**src/rtl/econet_pkg.sv**
```systemverilog
`default_nettype none
// +-----------------------------------------------------------------------+
// | econet_pkg                                                            |
// | Shared constants, FSM encoding and CRC step for the Econet receiver.  |
// | Revision: 1.0                                                         |
// +-----------------------------------------------------------------------+
package econet_pkg;

    localparam logic [7:0]  FLAG     = 8'h7E;
    localparam logic [15:0] CRC_INIT = 16'hFFFF;
    localparam logic [15:0] CRC_POLY = 16'h8408;
    localparam logic [15:0] FCS_GOOD = 16'hF0B8;

    typedef enum logic [1:0] {
        HUNT = 2'd0,
        SYNC = 2'd1,
        RX   = 2'd2
    } rx_state_t;

    // One LSB-first step of the reflected CRC-CCITT register.
    function automatic logic [15:0] crc_step(input logic [15:0] crc, input logic b);
        logic fb;
        fb = crc[0] ^ b;
        return fb ? ((crc >> 1) ^ CRC_POLY) : (crc >> 1);
    endfunction

endpackage
`default_nettype wire

```
**src/rtl/econet_hdlc_rx_if.sv**
```systemverilog
`default_nettype none
// +-----------------------------------------------------------------------+
// | econet_hdlc_rx_if                                                     |
// | Serial line input and byte/frame strobes of the HDLC receiver.        |
// | Revision: 1.0                                                         |
// +-----------------------------------------------------------------------+
interface econet_hdlc_rx_if;

    logic        rx;
    logic        inhibit;
    logic [7:0]  rx_byte;
    logic [15:0] rx_fcs;
    logic        rx_byte_ready;
    logic        rx_frame_start;
    logic        rx_frame_end;
    logic        receiving;

    modport master (
        output rx, inhibit,
        input  rx_byte, rx_fcs, rx_byte_ready, rx_frame_start, rx_frame_end, receiving
    );

    modport slave (
        input  rx, inhibit,
        output rx_byte, rx_fcs, rx_byte_ready, rx_frame_start, rx_frame_end, receiving
    );

endinterface
`default_nettype wire

```
**src/rtl/econet_crc16.sv**
```systemverilog
`default_nettype none
// +-----------------------------------------------------------------------+
// | econet_crc16                                                          |
// | Bit-serial CRC-CCITT register; init restarts it from CRC_INIT.        |
// | Revision: 1.0                                                         |
// +-----------------------------------------------------------------------+
module econet_crc16
    import econet_pkg::*;
(
    input  wire logic        clk,
    input  wire logic        rst,
    input  wire logic        init,
    input  wire logic        bit_en,
    input  wire logic        i_bit,
    output logic [15:0]      o_crc
);

    // init together with bit_en folds the first bit into a fresh register,
    // so the previous frame's value stays visible until then.
    always_ff @(posedge clk or posedge rst) begin
        if (rst) begin
            o_crc <= CRC_INIT;
        end else if (init) begin
            o_crc <= bit_en ? crc_step(CRC_INIT, i_bit) : CRC_INIT;
        end else if (bit_en) begin
            o_crc <= crc_step(o_crc, i_bit);
        end
    end

endmodule
`default_nettype wire

```
**src/rtl/econet_hdlc_rx.sv**
```systemverilog
`default_nettype none
// +-----------------------------------------------------------------------+
// | econet_hdlc_rx                                                        |
// | Flag hunt, zero destuffing, LSB-first byte assembly and FCS check.    |
// | Revision: 1.0                                                         |
// +-----------------------------------------------------------------------+
module econet_hdlc_rx
    import econet_pkg::*;
#(
    parameter int MIN_FRAME_BYTES = 2
) (
    input  wire logic       econet_clk,
    input  wire logic       reset,
    econet_hdlc_rx_if.slave bus
);

    localparam logic [2:0] c_min_bytes = 3'(MIN_FRAME_BYTES);

    logic [6:0] r_raw;
    logic [2:0] r_ones;
    logic [6:0] r_dly;
    logic [2:0] r_fill;
    logic [6:0] r_shift;
    logic [2:0] r_bitcnt;
    logic [2:0] r_bytecnt;
    rx_state_t  r_state;
    rx_state_t  w_state_next;

    logic [7:0] w_raw;
    logic       w_flag;
    logic       w_abort;
    logic       w_stuffed;
    logic       w_push;
    logic       w_data;
    logic       w_exit_bit;
    logic       w_start;
    logic       w_end;

    assign w_raw      = {bus.rx, r_raw};
    assign w_flag     = (w_raw == FLAG);
    assign w_abort    = bus.rx && (r_ones >= 3'd6);
    assign w_stuffed  = !bus.rx && (r_ones == 3'd5);
    assign w_push     = !w_stuffed && !w_flag && !w_abort;
    // Seven stored bits plus the incoming one: the oldest leaves as data.
    assign w_exit_bit = r_dly[6];
    assign w_data     = w_push && (r_fill == 3'd7) && (r_state != HUNT) && !bus.inhibit;

    always_ff @(posedge econet_clk or posedge reset) begin
        if (reset) begin
            r_state <= HUNT;
        end else begin
            r_state <= w_state_next;
        end
    end

    always_comb begin
        w_state_next = r_state;
        w_start      = 1'b0;
        w_end        = 1'b0;
        if (bus.inhibit || w_abort) begin
            w_state_next = HUNT;
        end else begin
            case (r_state)
                HUNT: begin
                    if (w_flag) w_state_next = SYNC;
                end
                SYNC: begin
                    if (w_data) begin
                        w_state_next = RX;
                        w_start      = 1'b1;
                    end
                end
                RX: begin
                    if (w_flag) begin
                        w_state_next = SYNC;
                        w_end        = (r_bitcnt == 3'd0) && (r_bytecnt >= c_min_bytes);
                    end
                end
                default: w_state_next = HUNT;
            endcase
        end
    end

    always_ff @(posedge econet_clk or posedge reset) begin
        if (reset) begin
            r_raw              <= '0;
            r_ones             <= '0;
            r_dly              <= '0;
            r_fill             <= '0;
            r_shift            <= '0;
            r_bitcnt           <= '0;
            r_bytecnt          <= '0;
            bus.rx_byte        <= 8'h00;
            bus.rx_byte_ready  <= 1'b0;
            bus.rx_frame_start <= 1'b0;
            bus.rx_frame_end   <= 1'b0;
            bus.receiving      <= 1'b0;
        end else begin
            r_raw              <= w_raw[7:1];
            r_ones             <= bus.rx ? ((r_ones == 3'd7) ? 3'd7 : r_ones + 3'd1) : 3'd0;
            bus.rx_frame_start <= w_start;
            bus.rx_frame_end   <= w_end;
            bus.rx_byte_ready  <= 1'b0;
            bus.receiving      <= (w_state_next == RX);

            if (w_flag) begin
                r_dly     <= '0;
                r_fill    <= '0;
                r_bitcnt  <= '0;
                r_bytecnt <= '0;
            end else if (w_push) begin
                r_dly <= {r_dly[5:0], bus.rx};
                if (r_fill != 3'd7) r_fill <= r_fill + 3'd1;
            end

            if (w_data) begin
                r_shift  <= {w_exit_bit, r_shift[6:1]};
                r_bitcnt <= r_bitcnt + 3'd1;
                if (r_bitcnt == 3'd7) begin
                    bus.rx_byte       <= {w_exit_bit, r_shift};
                    bus.rx_byte_ready <= 1'b1;
                    if (r_bytecnt != 3'd7) r_bytecnt <= r_bytecnt + 3'd1;
                end
            end
        end
    end

    econet_crc16 u_crc (
        .clk    (econet_clk),
        .rst    (reset),
        .init   (w_start),
        .bit_en (w_data),
        .i_bit  (w_exit_bit),
        .o_crc  (bus.rx_fcs)
    );

endmodule
`default_nettype wire
```
**src/flat_wrapper.sv**
```systemverilog
// flat-port wrapper written by rule: the top's interface ports become plain ports
module econet_hdlc_rx_flat import econet_pkg::*;
#(
    parameter int MIN_FRAME_BYTES = 2
)
  (econet_clk, reset, bus_rx, bus_inhibit, bus_rx_byte, bus_rx_fcs, bus_rx_byte_ready, bus_rx_frame_start, bus_rx_frame_end, bus_receiving);
  econet_hdlc_rx_if bus_i ();
  input  wire logic econet_clk;
  input  wire logic reset;
  input wire logic [$bits(bus_i.rx)-1:0] bus_rx;
  input wire logic [$bits(bus_i.inhibit)-1:0] bus_inhibit;
  output wire logic [$bits(bus_i.rx_byte)-1:0] bus_rx_byte;
  output wire logic [$bits(bus_i.rx_fcs)-1:0] bus_rx_fcs;
  output wire logic [$bits(bus_i.rx_byte_ready)-1:0] bus_rx_byte_ready;
  output wire logic [$bits(bus_i.rx_frame_start)-1:0] bus_rx_frame_start;
  output wire logic [$bits(bus_i.rx_frame_end)-1:0] bus_rx_frame_end;
  output wire logic [$bits(bus_i.receiving)-1:0] bus_receiving;
  assign bus_i.rx = bus_rx;
  assign bus_i.inhibit = bus_inhibit;
  assign bus_rx_byte = bus_i.rx_byte;
  assign bus_rx_fcs = bus_i.rx_fcs;
  assign bus_rx_byte_ready = bus_i.rx_byte_ready;
  assign bus_rx_frame_start = bus_i.rx_frame_start;
  assign bus_rx_frame_end = bus_i.rx_frame_end;
  assign bus_receiving = bus_i.receiving;
  econet_hdlc_rx #(.MIN_FRAME_BYTES(MIN_FRAME_BYTES)) u_core (.econet_clk(econet_clk), .reset(reset), .bus(bus_i));
endmodule
```
**config.mk**
```make
export PLATFORM = sky130hd
export DESIGN_NAME = econet_hdlc_rx_flat
export DESIGN_NICKNAME = d
export VERILOG_FILES = /design/src/rtl/econet_pkg.sv /design/src/rtl/econet_hdlc_rx_if.sv /design/src/rtl/econet_crc16.sv /design/src/rtl/econet_hdlc_rx.sv /design/src/flat_wrapper.sv
export SDC_FILE = /design/constraint.sdc
export NUM_CORES = 1
export LEC_CHECK = 0
export ABC_AREA = 1
export CORE_MARGIN = 2
export CORE_UTILIZATION = 23
export CTS_BUF_LIST = sky130_fd_sc_hd__clkbuf_16
export CTS_CLUSTER_DIAMETER = 120
export DETAILED_ROUTE_END_ITERATION = 10
export PLACE_DENSITY = 0.42
export SLEW_MARGIN = 30
export SYNTH_ARGS = -nofsm -noshare
export SYNTH_HDL_FRONTEND = slang
export SYNTH_SLANG_ARGS = --single-unit
```
**constraint.sdc**
```tcl
create_clock -name econet_clk -period 3.6 [get_ports econet_clk]
set_clock_uncertainty 0.15 [all_clocks]
set_input_delay 0.54 -clock econet_clk [delete_from_list [all_inputs] [get_ports econet_clk]]
set_output_delay 0.54 -clock econet_clk [all_outputs]
set_load 0.01 [all_outputs]
```
==> results.cfg <==
[routing]
drc = 0
totalWireLength_mm = 5.37
route.vias.total = 1814
via_per_inst = 3.95
ant_nets = 0
wl_met3_um = 266
highest_layer = met4
wl_met1_mm = 2.74
wl_per_cell_um = 11.7
drtPass1Iterations = 4
met2_wirelength_mm = 2.31
drt-initial-drc-count = 102

[layout]
syn2layout_area_growth_pct = 28.9
finish.utilization = 0.303
antenna_cells = 0
layout.nets = 327
drive_gt1_frac = 0.155

[sta]
rsz0062_at_grt = false
timing.hold.ws_ns = 0.220
fmax_ghz = 0.411
slew_viol_final = 0
max_slew.worst_pin.slew_ns = 0.754
post-route-min-period_ns = 2.43
max-slew-margin-rel = 0.496
setup_ws_ns = 1.17
finalSetupTns_ns = 0
hold_viol = 0
setup_viol = 0
min_period_over_period = 0.675

[placed_design]
pre_cts_ws_ns = 0.837
post-dp-hpwl_mm = 3.71
io_buffers = 31
gp_congestion = 0.697

[floorplanning]
core_um2 = 11400
rows = 39
die_h_um = 112
boundaryPins = 32
dieWidth_um = 112
dieArea_um2 = 12500
floorplan.initialDensity = 0.235

[power]
p_leak_nw = 1.66
cellPowerDensity_nw_per_um2 = 557
total_power_mw = 1.92
peakVddDrop_mv = 0.187

[cts]
cts_tree = done
htree_levels = 3
cts_resized = 0
post-cts-setup-buffers = 0
clkSlewWorstSetupHoldPaths_ns = 0.05
cts_buffers = 9
clock_path_buffers = 2
cts_sinks = 63
clock-root-buffer = clkbuf_16
worstSkewPairLatency_ns = 0.32
cts_hold_buffers = 0

[logic_synthesis]
ys_seq_elements = 63
syn_inst = 274
syn_area_um2 = 2680
syn_area_per_cell_um2 = 9.77
ys_warn_count = 0
synth_fp_nets = 289
seq_area_frac_synth = 0.597
synth_cell_types = 30

[global_routing]
grtUsageTotal = 0.0951
grt_pass1_vias = 1877
antenna_found_initial = 0
grt_pass1_wl_mm = 9.40
grt_max_degree = 37
grt_overflow = 0

[worst_setup_path]
crit_path_end_kind = flop
worstPathCellList = clkdlybuf4s50_1 > nand2_1 > nor2_1 > nor2_2 > nand3_4 > inv_2 > nand2_1 > o211ai_1
crit_type = in -> reg
worstPathRequired_ns = 3.67
critical_path_arrival_ns = 2.51
crit_path_max_incr_delay_ns = 0.51
crit_path_start_kind = input port
path_max_fanout = 36
cp_common_cell = nand2_1
crit_slowest_cell = clkdlybuf4s50_1

[min_path]
min_path_type = reg -> reg

[run]
drv_cap = 0

[status]
outcome = finished clean
[final cells by class]
class | instances | area, um2
clock buffers | 9 | 225
repair buffers | 33 | 325
well taps | 143 | 179
fillers | 1215 | 7920
flip-flops and latches | 63 | 1600
clock inverters | 6 | 77.6
multi-input cells | 166 | 897
inverters | 39 | 149
[kinds of logic after synthesis]
family | synth area share
adder cells (fa/ha/maj) | 0.0514
buffers and inverters | 0.0683
AND/OR/NAND/NOR | 0.166
XOR/XNOR | 0.0131
AO/OA/AOI/OAI | 0.105
flip-flops | 0.597
[critical path, delay by kind of cell]
family,cells,cell delay (ns)
and+or+nand+nor,5,0.91
buffers and inverters,2,0.87
AOI/OAI and AO/OA,1,0.15
[per-stage QoR]
stage | cell area [um2] | instances
floorplan | 2680 | 274
global placement | 3150 | 444
detailed placement | 3150 | 444
CTS | 3450 | 459
global route | 3450 | 459
finish | 3450 | 459
[cell usage after synthesis]
library cell,n,share of area
nand2_1,77,0.11
dfrtp_1,47,0.44
inv_1,35,0.049
o21ai_0,24,0.045
dfstp_2,16,0.16
ha_1,11,0.051
nor2_1,11,0.015
a21oi_1,7,0.013
o21ai_2,7,0.023
o22ai_1,6,0.014
nand3_1,4,0.0075
buf_2,3,0.0056
nand2_2,3,0.0070
xnor2_1,3,0.0098
clkbuf_1,2,0.0028
inv_2,2,0.0028
nor3_1,2,0.0037
o211ai_1,2,0.0056
buf_6,1,0.0042
clkinv_1,1,0.0014
inv_4,1,0.0023
nand3_4,1,0.0065
nand3b_1,1,0.0028
nor2_2,1,0.0023
nor2_8,1,0.0075
nor4_1,1,0.0023
o21ai_1,1,0.0019
o21bai_1,1,0.0028
or2_2,1,0.0023
xor2_1,1,0.0033
[sequential cells by signal (all words and copies together), names as in the netlist]
register                   cells
u_core.bus.receiving           1
u_core.bus.rx_byte             8
u_core.bus.rx_byte_ready       1
u_core.bus.rx_frame_end        1
u_core.bus.rx_frame_start      1
u_core.r_bitcnt                3
u_core.r_bytecnt               3
u_core.r_dly                   7
u_core.r_fill                  3
u_core.r_ones                  3
u_core.r_raw                   7
u_core.r_shift                 7
u_core.r_state                 2
u_core.u_crc.o_crc            16
[layout by cell type, fill, tap and decap left out]
cell / count
a21oi_1: 7
buf_4: 2
bufinv_16: 2
clkbuf_16: 9
clkdlybuf4s50_1: 31
clkinv_1: 2
clkinv_2: 2
dfrtp_1: 47
dfstp_2: 16
ha_1: 11
inv_1: 35
inv_2: 3
inv_4: 1
nand2_1: 77
nand2_2: 3
nand3_1: 4
nand3_4: 1
nand3b_1: 1
nor2_1: 11
nor2_2: 1
nor2_8: 1
nor3_1: 2
nor4_1: 1
o211ai_1: 2
o21ai_0: 24
o21ai_1: 1
o21ai_2: 7
o21bai_1: 1
o22ai_1: 6
or2_2: 1
xnor2_1: 3
xor2_1: 1
[metal layers]
metal,up-vias,track usage
met2,33,0.140
met4,0,0.0272
met5,-,0
met1,838,0.129
met3,6,0.0392
li1,937,-
[power by group]
group	internal, mW	switching [mW]	leakage [nW]
logic	0.0972	0.120	0.760
registers	0.779	0.0380	0.746
clock network	0.594	0.293	0.154
[worst paths after layout]
check / endpoint / depth (start not counted) / from / slack (ns)
hold / removal: u_core.r_raw[0]$_DFF_PP0_ / 0 / u_core.r_raw[1]$_DFF_PP0_ / 0.22
min in group asynchronous: u_core.r_dly[2]$_DFFE_PP0P_ / 2 / reset / 0.49
setup reg to reg: u_core.u_crc.o_crc[2]$_DFFE_PP1P_ / 8 / u_core.r_fill[0]$_DFFE_PP0P_ / 1.23
hold reg to reg: u_core.r_raw[0]$_DFF_PP0_ / 0 / u_core.r_raw[1]$_DFF_PP0_ / 0.22
setup / recovery: u_core.u_crc.o_crc[2]$_DFFE_PP1P_ / 8 / bus_rx / 1.17
max in group asynchronous: u_core.u_crc.o_crc[9]$_DFFE_PP1P_ / 3 / reset / 2.04
Note: power is estimated with default switching activity, not from simulation.
